`src/rtl/cam_entry_alloc_if.sv`:
```
// rtl/cam_entry_alloc_if.sv - request/write-path signal bundle for the CAM entry allocator
interface cam_entry_alloc_if #(
   parameter int SIZE = 5
);
   localparam int ENTRIES = 2 ** SIZE;

   logic               alloc_valid_i;
   logic               alloc_ready_o;
   logic               free_valid_i;
   logic [SIZE-1:0]    free_addr_i;
   logic               flush_i;
   logic               wr_en_o;
   logic [SIZE-1:0]    wr_addr_o;
   logic               clr_o;
   logic [ENTRIES-1:0] occupied_o;
   logic [SIZE:0]      count_o;
   logic               full_o;
   logic               empty_o;
   logic               dbl_free_o;

   // requester side: issues inserts, frees and flushes
   modport master (
      output alloc_valid_i, free_valid_i, free_addr_i, flush_i,
      input  alloc_ready_o, wr_en_o, wr_addr_o, clr_o, occupied_o, count_o,
             full_o, empty_o, dbl_free_o
   );

   // allocator side
   modport slave (
      input  alloc_valid_i, free_valid_i, free_addr_i, flush_i,
      output alloc_ready_o, wr_en_o, wr_addr_o, clr_o, occupied_o, count_o,
             full_o, empty_o, dbl_free_o
   );
endinterface

```
`src/rtl/cam_entry_alloc.sv`:
```
// rtl/cam_entry_alloc.sv - lowest-free entry allocator and occupancy tracker for the CAM write path
module cam_entry_alloc #(
   parameter int SIZE = 5
) (
   input  logic              clk_i,
   input  logic              rst_ni,
   cam_entry_alloc_if.slave  bus
);
   localparam int ENTRIES = 2 ** SIZE;
   localparam logic [SIZE:0] ENTRIES_W = (SIZE+1)'(ENTRIES);

   typedef enum logic [1:0] {INIT, RUN, FLUSH} state_t;

   state_t             state_q, state_d;
   logic [SIZE:0]      sweep_q;
   logic               sweep_done;
   logic [ENTRIES-1:0] occ_q, occ_d;
   logic [SIZE:0]      cnt_q, cnt_d;
   logic               full_q, empty_q, dbl_q;
   logic               wr_en_q, clr_q;
   logic [SIZE-1:0]    addr_q;
   logic [SIZE-1:0]    free_idx;
   logic               alloc_ready, alloc_fire, free_req, free_hit, free_miss;

   // sweep counter runs one past the last entry so the hand-over edge is distinct
   assign sweep_done  = (sweep_q == ENTRIES_W);
   assign alloc_ready = (state_q == RUN) & ~full_q & ~bus.flush_i;
   assign alloc_fire  = bus.alloc_valid_i & alloc_ready;
   // frees only count in RUN without a flush; flush drops everything anyway
   assign free_req    = (state_q == RUN) & ~bus.flush_i & bus.free_valid_i;
   assign free_hit    = free_req &  occ_q[bus.free_addr_i];
   assign free_miss   = free_req & ~occ_q[bus.free_addr_i];

   // lowest clear bit of the pre-edge bitmap; a same-cycle free is not visible here
   always_comb begin
      free_idx = '0;
      for (int i = ENTRIES - 1; i >= 0; i--) begin
         if (!occ_q[i]) free_idx = SIZE'(i);
      end
   end

   // next bitmap and count; the alloc bit is clear and the freed bit is set, so they never collide
   always_comb begin
      occ_d = occ_q;
      if (alloc_fire) occ_d[free_idx] = 1'b1;
      if (free_hit)   occ_d[bus.free_addr_i] = 1'b0;
      cnt_d = cnt_q + (SIZE+1)'(alloc_fire) - (SIZE+1)'(free_hit);
   end

   // state register
   always_ff @(posedge clk_i or negedge rst_ni) begin
      if (!rst_ni) state_q <= INIT;
      else         state_q <= state_d;
   end

   // next-state: sweep after reset and flush, then serve inserts
   always_comb begin
      state_d = state_q;
      case (state_q)
         INIT, FLUSH: if (sweep_done) state_d = RUN;
         RUN:         if (bus.flush_i) state_d = FLUSH;
         default:     state_d = INIT;
      endcase
   end

   // registered write strobe, bitmap, count and status flags
   always_ff @(posedge clk_i or negedge rst_ni) begin
      if (!rst_ni) begin
         sweep_q <= '0;
         occ_q   <= '0;
         cnt_q   <= '0;
         full_q  <= 1'b0;
         empty_q <= 1'b1;
         dbl_q   <= 1'b0;
         wr_en_q <= 1'b0;
         clr_q   <= 1'b0;
         addr_q  <= '0;
      end else begin
         dbl_q <= 1'b0;
         case (state_q)
            INIT, FLUSH: begin
               if (sweep_done) begin
                  wr_en_q <= 1'b0;
                  clr_q   <= 1'b0;
                  sweep_q <= '0;
               end else begin
                  wr_en_q <= 1'b1;
                  clr_q   <= 1'b1;
                  addr_q  <= sweep_q[SIZE-1:0];
                  sweep_q <= sweep_q + 1'b1;
               end
            end
            RUN: begin
               if (bus.flush_i) begin
                  // flush edge doubles as sweep strobe 0
                  occ_q   <= '0;
                  cnt_q   <= '0;
                  full_q  <= 1'b0;
                  empty_q <= 1'b1;
                  wr_en_q <= 1'b1;
                  clr_q   <= 1'b1;
                  addr_q  <= '0;
                  sweep_q <= (SIZE+1)'(1);
               end else begin
                  occ_q   <= occ_d;
                  cnt_q   <= cnt_d;
                  full_q  <= (cnt_d == ENTRIES_W);
                  empty_q <= (cnt_d == '0);
                  dbl_q   <= free_miss;
                  wr_en_q <= alloc_fire;
                  clr_q   <= 1'b0;
                  if (alloc_fire) addr_q <= free_idx;
               end
            end
            default: ;
         endcase
      end
   end

   assign bus.alloc_ready_o = alloc_ready;
   assign bus.wr_en_o       = wr_en_q;
   assign bus.wr_addr_o     = addr_q;
   assign bus.clr_o         = clr_q;
   assign bus.occupied_o    = occ_q;
   assign bus.count_o       = cnt_q;
   assign bus.full_o        = full_q;
   assign bus.empty_o       = empty_q;
   assign bus.dbl_free_o    = dbl_q;

   // count must always equal the population of the bitmap
   assert property (@(posedge clk_i) disable iff (!rst_ni)
      cnt_q == (SIZE+1)'($countones(occ_q)));
endmodule

```
`src/flat_wrapper.sv`:
```
// flat-port wrapper written by rule: the top's interface ports become plain ports
module cam_entry_alloc_flat 
#(
   parameter int SIZE = 5
)
  (clk_i, rst_ni, bus_alloc_valid_i, bus_free_valid_i, bus_free_addr_i, bus_flush_i, bus_alloc_ready_o, bus_wr_en_o, bus_wr_addr_o, bus_clr_o, bus_occupied_o, bus_count_o, bus_full_o, bus_empty_o, bus_dbl_free_o);
  cam_entry_alloc_if #(.SIZE(SIZE)) bus_i ();
  input  logic clk_i;
  input  logic rst_ni;
  input wire logic [$bits(bus_i.alloc_valid_i)-1:0] bus_alloc_valid_i;
  input wire logic [$bits(bus_i.free_valid_i)-1:0] bus_free_valid_i;
  input wire logic [$bits(bus_i.free_addr_i)-1:0] bus_free_addr_i;
  input wire logic [$bits(bus_i.flush_i)-1:0] bus_flush_i;
  output wire logic [$bits(bus_i.alloc_ready_o)-1:0] bus_alloc_ready_o;
  output wire logic [$bits(bus_i.wr_en_o)-1:0] bus_wr_en_o;
  output wire logic [$bits(bus_i.wr_addr_o)-1:0] bus_wr_addr_o;
  output wire logic [$bits(bus_i.clr_o)-1:0] bus_clr_o;
  output wire logic [$bits(bus_i.occupied_o)-1:0] bus_occupied_o;
  output wire logic [$bits(bus_i.count_o)-1:0] bus_count_o;
  output wire logic [$bits(bus_i.full_o)-1:0] bus_full_o;
  output wire logic [$bits(bus_i.empty_o)-1:0] bus_empty_o;
  output wire logic [$bits(bus_i.dbl_free_o)-1:0] bus_dbl_free_o;
  assign bus_i.alloc_valid_i = bus_alloc_valid_i;
  assign bus_i.free_valid_i = bus_free_valid_i;
  assign bus_i.free_addr_i = bus_free_addr_i;
  assign bus_i.flush_i = bus_flush_i;
  assign bus_alloc_ready_o = bus_i.alloc_ready_o;
  assign bus_wr_en_o = bus_i.wr_en_o;
  assign bus_wr_addr_o = bus_i.wr_addr_o;
  assign bus_clr_o = bus_i.clr_o;
  assign bus_occupied_o = bus_i.occupied_o;
  assign bus_count_o = bus_i.count_o;
  assign bus_full_o = bus_i.full_o;
  assign bus_empty_o = bus_i.empty_o;
  assign bus_dbl_free_o = bus_i.dbl_free_o;
  cam_entry_alloc #(.SIZE(SIZE)) u_core (.clk_i(clk_i), .rst_ni(rst_ni), .bus(bus_i));
endmodule
```
`config.mk`:
```
export PLATFORM = sky130hd
export DESIGN_NAME = cam_entry_alloc_flat
export DESIGN_NICKNAME = d
export VERILOG_FILES = /design/src/rtl/cam_entry_alloc_if.sv /design/src/rtl/cam_entry_alloc.sv /design/src/flat_wrapper.sv
export SDC_FILE = /design/constraint.sdc
export NUM_CORES = 1
export LEC_CHECK = 0
export ABC_AREA = 1
export CAP_MARGIN = 20
export CORE_AREA = 2 2 94 96
export DETAILED_ROUTE_END_ITERATION = 16
export DIE_AREA = 0 0 96 98
export PLACE_DENSITY = 0.79
export SLEW_MARGIN = 5
export SYNTH_ARGS = -nofsm -noshare
export SYNTH_HDL_FRONTEND = slang
export SYNTH_SLANG_ARGS = --single-unit
```
`constraint.sdc`:
```
create_clock -name clk_i -period 5.83 [get_ports clk_i]
set_input_delay 1.166 -clock clk_i [delete_from_list [all_inputs] [get_ports clk_i]]
set_output_delay 1.166 -clock clk_i [all_outputs]
set_load 0.005 [all_outputs]
```
==> flow_summary_export.csv, run 1 <==
group,metric,value,unit
status,status,"completed",
worst_setup_path,r2r-end,"u_core.bus.empty_o",
yosys,synth_top_area_cell,"dfrtp_1",
yosys,yosysWarnings,0,
yosys,synth_cell_type_count,37,
cts,cts_sinks,56,
placed_design,io_buffers,58,
die,initial_core_util,43.66,%
timing,hold_viol_final,0,
cts,clockBufferDepth,2,
cts,postCtsSetupBuffers,0,
global_route,gr-total-overflow,0,
die,fp.dieW,96,um
yosys,syn_area,3696,um^2
finish,drive_gt1_share,6.239,%
finish,final_cells,701,
routing,drtIter0Drc,256,
finish,antennaDiodeCount,0,
routing,wirelength,11310,um
timing,finalCritPeriodShare,79.77,%
placed_design,place_ws,862.3,ps
worst_setup_path,crit_type,"input pin to flop",
routing,via_count,3929,
timing,final.setup.worst_slack,1180,ps
power,p_leak,2.073,nW
finish,nFillCells,851,
min_path,hp-start,"u_core.bus.empty_o",
yosys,syn_nets,553,
finish,layout.nets,611,
timing,final.min_clock_period,4650,ps
power,p_sw_share,37.40,%
worst_setup_path,crit_fanout,11,
placed_design,postPlaceCellArea,4393,um^2
timing,tns,0,ps
die,io_pins,59,
power,power.internal,0.9312,mW
cts,path_clk_slew,110,ps
finish,synthToLayoutAreaGrowth,22.27,%
yosys,synth_area_per_cell,6.921,um^2
min_path,holdPathStages,2,
cts,cts_buffers,5,
finish,final_area,4519,um^2
die,placeableCoreArea,8466,um^2
worst_setup_path,rrSetupSlack,1930,ps
placed_design,place_congestion,0.9527,
min_path,hold_path_class,"flop to flop",
power,power_frac_clock,19.4,%
global_route,first_global_vias,3712,
global_route,antenna_found_initial,0,
yosys,synth_top_area_share,37.24,%
cts,cts_tree,"built",
timing,final-setup-viol-count,0,
yosys,async_reset_ff_share,100.0,%
power,p_comb_share,40.5,%
worst_setup_path,required,6070,ps
placed_design,dp.cells,693,
min_path,worstHoldEndpoint,"u_core.bus.empty_o",
global_route,grt_usage,25.01,%
power,power_switching,0.5564,mW
power,vdd_ir_drop_max,0.0003030,V
routing,vias_per_cell,5.605,
power,power_per_cell_area,329.2,nW/um^2
routing,wl_per_cell,16.14,um
timing,tightest_slew,806.2,ps
finish,regArea,1403,um^2
cts,hold_buffers,0,
global_route,grt_pass1_wl,18440,um
yosys,synth_cells,534,
yosys,ys_ff_latch,56,
worst_setup_path,worstPathArrival,4890,ps
worst_setup_path,r2r_start,"u_core.state_q[0]",
worst_setup_path,end_kind,"flop",
yosys,synthTopCellsByArea,"dfrtp_1 37%, nand2_1 14%, o21ai_0 8.8%",
timing,fin_skew,13.37,ps
timing,slew_headroom,46.06,%
cts,ctsResizeCount,0,
finish,multiInputGateArea,1941,um^2
placed_design,dp_hpwl,8292,um
die,dieArea,9408,um^2
routing,drc,0,
power,power_frac_seq,40.2,%
yosys,synth_edf_count,0,
cts,root_buffer,"clkbuf_8",
yosys,yosysSeqAreaShare,37.95,%
cts,clkLatencyLatePin,320,ps
worst_setup_path,cp-start-kind,"input pin",
power,finalPower,1.488,mW
timing,fmax,215.0,MHz
run,drv_cap,0,
die,die_y,98,um
routing,dr.pass1.iters,5,
timing,rsz0062_at_grt,"false",
routing,antenna_left,0,
die,rows,34,
cts,htreeDepth,2,
worst_setup_path,reg2reg_depth,15,
yosys,ys.flop_type,"dfrtp_1",
global_route,grt_start_max_net_pins,57,
timing,maxSlewViolCount,0,
## metal layers
metal	vias to the layer above	share of wire, %	global-route usage, %
met2	162	49	42.04
met5	-	0	0
met4	0	3.3	9.231
met3	32	6.6	3.009
met1	1869	41	32.61
li1	1866	-	-
## area by class of cell
type                    count  area share [%]
repair buffers             61           13.23
multi-input cells         385           42.94
clock buffers               7           2.132
inverters                  83           7.004
well taps                 108           2.990
flip-flops and latches     56           31.04
clock inverters             1          0.6645
## registers in the layout, indices dropped and copies added, names as in the netlist
register               cells
u_core.bus.clr_o           1
u_core.bus.count_o         6
u_core.bus.dbl_free_o      1
u_core.bus.empty_o         1
u_core.bus.full_o          1
u_core.bus.occupied_o     32
u_core.bus.wr_addr_o       5
u_core.bus.wr_en_o         1
u_core.state_q             2
u_core.sweep_q             6
## placed cells by master (no fill, tap or decap), drive strengths merged
master / count
nand3: 27
o2111ai: 1
o211ai: 1
xor2: 3
a221oi: 1
dfrtp: 55
a21oi: 22
fa: 1
o21bai: 1
a22oi: 8
bufinv: 1
o22ai: 2
nor4: 2
nor4b: 1
dfstp: 1
o221ai: 3
xnor2: 2
clkdlybuf4s50: 57
a31oi: 4
nand2: 145
buf: 4
a22o: 1
nor2: 45
clkbuf: 7
inv: 83
o21ai: 89
ha: 8
nor3: 12
nand4: 5
a211oi: 1
## critical path, cell delays in order
cell and delay [ps]:
clkdlybuf4s50_1 610, nand2_1 170, inv_1 150, a22oi_1 200
o221ai_1 150, nand2_1 90, nor4b_1 380, a21oi_2 200
ha_1 320, inv_1 40, ha_1 210, fa_1 400
a21oi_1 130, o21ai_0 100, xnor2_1 200, nand3_1 120
a211oi_1 240
## power groups by stage
stage	logic (mW)	clock network, mW	registers [mW]
2_1_floorplan	0.363	0	0.581
6_report	0.602	0.288	0.598
5_1_grt	0.677	0.309	0.615
4_1_cts	0.607	0.294	0.598
3_5_place_dp	0.602	0	0.603
3_3_place_gp	0.586	0	0.601
## metrics by stage
stage | hold WS, ps | utilization (%)
6_report | 542.3 | 53.38
3_3_place_gp | 505.1 | 51.89
2_1_floorplan | 497.9 | -
4_1_cts | 543.8 | 53.38
3_5_place_dp | 517.3 | 51.89
5_1_grt | 559.0 | 53.38
## how the worst max path moves through the flow
stage / startpoint / endpoint / slack (ps) / cells after the start
floorplan: bus_free_addr_i[0] / u_core.bus.empty_o / 1770 / 17
global placement: bus_free_addr_i[0] / u_core.bus.empty_o / 950 / 17
detailed placement: bus_free_addr_i[0] / u_core.bus.empty_o / 860 / 17
CTS: bus_free_addr_i[0] / u_core.bus.empty_o / 1210 / 17
global route: bus_free_addr_i[0] / u_core.bus.empty_o / 810 / 17
finish: bus_free_addr_i[0] / u_core.bus.empty_o / 1180 / 17
## cells by family after synthesis
family	share of synthesized area, %
DFF	37.95
buffers and inverters	9.614
AOI/OAI and AO/OA	21.12
adders and majority gates	3.250
xor gates and xnor gates	1.185
and+or+nand+nor	26.88
## cell usage after synthesis (2+ instances only)
| master | instances |
|---|---|
| a21oi_1 | 21 |
| a22oi_1 | 8 |
| a31oi_1 | 4 |
| clkbuf_1 | 8 |
| dfrtp_1 | 55 |
| ha_1 | 8 |
| inv_1 | 81 |
| nand2_1 | 139 |
| nand2_2 | 3 |
| nand2_4 | 3 |
| nand3_1 | 27 |
| nand4_1 | 5 |
| nor2_1 | 44 |
| nor3_1 | 12 |
| nor4_1 | 2 |
| o21ai_0 | 65 |
| o21ai_1 | 11 |
| o21ai_2 | 13 |
| o221ai_1 | 3 |
| o22ai_1 | 2 |
| xnor2_1 | 2 |
| xor2_1 | 3 |
Note: power is estimated with default switching activity, not from simulation.
==> inputs of run 2 (changes only) <==
==> constraint.sdc (replaced) <==
create_clock -name clk_i -period 4.7 [get_ports clk_i]
set_input_delay 0.94 -clock clk_i [delete_from_list [all_inputs] [get_ports clk_i]]
set_output_delay 0.94 -clock clk_i [all_outputs]
set_load 0.005 [all_outputs]
==> flow_summary_export.csv, run 2 (synthesis gave the netlist of run 1 again) <==
group,metric,value,unit
status,status,"completed",
timing,tightest_slew,723.6,ps
cts,cts_tree,"built",
cts,ctsResizeCount,0,
die,initial_core_util,43.66,%
power,p_comb_share,42.6,%
finish,drive_gt1_share,6.868,%
worst_setup_path,worstPathArrival,4470,ps
power,power_frac_clock,16.0,%
global_route,grt_start_max_net_pins,57,
timing,rsz0062_at_grt,"false",
worst_setup_path,cp_cell_sequence,"clkdlybuf4s50_1 > nand2_1 > inv_1 > a22oi_1 > a31oi_1 > nor4b_1 > a21oi_2 > ha_1 > inv_1 > ha_1 > fa_1 > a21oi_1 > o21ai_0 > xnor2_1 > nand3_1 > a211oi_1",
min_path,hold_path_class,"flop to flop",
cts,htreeDepth,2,
worst_setup_path,path_buf_inv,3,
routing,drc,0,
worst_setup_path,cp-start-kind,"input pin",
die,dieArea,9408,um^2
finish,final_cell_mix,"139 x nand2_1, 81 x inv_1, 65 x o21ai_0",
routing,wirelength,11100,um
finish,largest_reg_flops,32,
finish,synthToLayoutAreaGrowth,22.82,%
timing,finalCritPeriodShare,90.12,%
die,fp.dieW,96,um
power,power.internal,1.094,mW
cts,hold_buffers,0,
finish,nFillCells,843,
timing,tns,0,ps
timing,final-setup-viol-count,0,
global_route,grt_pass1_wl,18110,um
routing,vias_per_cell,5.555,
timing,fmax,236.1,MHz
routing,dr.pass1.iters,5,
placed_design,io_buffers,58,
global_route,first_global_vias,3725,
finish,layout.nets,615,
die,die_y,98,um
timing,whs,529.8,ps
timing,slew_headroom,51.76,%
power,power_switching,0.6914,mW
worst_setup_path,required,4930,ps
global_route,grt_usage,24.31,%
cts,root_buffer,"clkbuf_8",
worst_setup_path,crit_type,"input pin to flop",
finish,final_core_util,53.62,%
die,rows,34,
timing,final.min_clock_period,4235,ps
die,io_pins,59,
power,power_per_cell_area,393.4,nW/um^2
global_route,gr-total-overflow,0,
finish,layout_commonest_cell,"nand2_1",
routing,via_count,3916,
timing,fin_skew,9.722,ps
cts,clkLatencyLatePin,310,ps
routing,wl_per_cell,15.75,um
worst_setup_path,crit_fanout,8,
worst_setup_path,max_stage_delay,490,ps
cts,clockBufferDepth,2,
cts,cts_buffers,5,
timing,hold_viol_final,0,
power,power_frac_seq,41.4,%
worst_setup_path,cpMaxStageDelayCell,"nor4b_1",
global_route,antenna_found_initial,0,
power,p_sw_share,38.72,%
power,vdd_ir_drop_max,0.0003265,V
finish,final_area,4539,um^2
cts,postCtsSetupBuffers,0,
placed_design,dp_hpwl,8262,um
worst_setup_path,end_kind,"flop",
cts,cts_sinks,56,
timing,maxSlewViolCount,0,
cts,path_clk_slew,100,ps
placed_design,postPlaceCellArea,4415,um^2
routing,drtIter0Drc,282,
placed_design,place_congestion,0.9955,
routing,antenna_left,0,
die,placeableCoreArea,8466,um^2
worst_setup_path,path_delay_family,"compound AO/OA/AOI/OAI gates",
power,p_leak,2.092,nW
finish,antennaDiodeCount,0,
run,drv_cap,0,
==> run 2: worst reg2reg max path, stage by stage (launching register included) <==
cell	delay, ps
dfrtp_1	470
a22oi_1	250
a31oi_1	110
nor4b_1	490
a21oi_2	150
ha_1	300
inv_1	40
ha_1	220
fa_1	400
a21oi_1	140
o21ai_0	120
xnor2_1	220
nand3_1	120
a211oi_1	260
==> run 2: worst paths after layout <==
| check | from | end | cells past startpoint | slack (ps) |
|---|---|---|---|---|
| max | bus_free_addr_i[0] | u_core.bus.empty_o | 16 | 460 |
| min | u_core.bus.wr_en_o | u_core.bus.wr_en_o | 2 | 530 |
| max reg2reg | u_core.bus.occupied_o[23] | u_core.bus.empty_o | 13 | 1330 |
| min reg2reg | u_core.bus.wr_en_o | u_core.bus.wr_en_o | 2 | 530 |
| max in group asynchronous | rst_ni | u_core.bus.occupied_o[19] | 2 | 3450 |
| min in group asynchronous | rst_ni | u_core.bus.occupied_o[24] | 2 | 730 |
==> run 2: area by class of cell <==
type | instances | area [um^2] | area share [%]
multi-input combinational | 385 | 1941 | 42.75
sequential | 56 | 1403 | 30.90
timing repair buffer | 65 | 648.1 | 14.28
inverter | 83 | 316.6 | 6.974
tap | 108 | 135.1 | 2.977
clock buffer | 6 | 82.58 | 1.819
clock inverter | 2 | 13.76 | 0.3032
==> run 2: stage by stage <==
| step | cells | power, mW | setup slack (ps) |
|---|---|---|---|
| 5_1_grt | 705 | 1.931 | 187.4 |
| 3_5_place_dp | 696 | 1.497 | 141.7 |
| 2_1_floorplan | 534 | 1.171 | 867.2 |
| 4_1_cts | 704 | 1.789 | 497.3 |
| 6_report | 705 | 1.786 | 464.5 |
| 3_3_place_gp | 696 | 1.466 | 296.3 |
==> run 2: per-layer routing <==
metal | GRT usage [%] | up-vias | wire (um) | part of all wire (%)
met5 | 0 | - | 0 | 0
met4 | 7.692 | 0 | 317 | 2.9
met3 | 3.704 | 31 | 729 | 6.6
met2 | 40.49 | 159 | 5261 | 47
met1 | 32.14 | 1851 | 4792 | 43
li1 | - | 1875 | - | -
==> run 2: power by group through the flow <==
stage	Clock, mW	Sequential [mW]	Combinational (mW)
CTS	0.294	0.738	0.757
finish	0.285	0.739	0.761
global route	0.314	0.760	0.857
global placement	0	0.744	0.722
floorplan	0	0.721	0.450
detailed placement	0	0.746	0.750
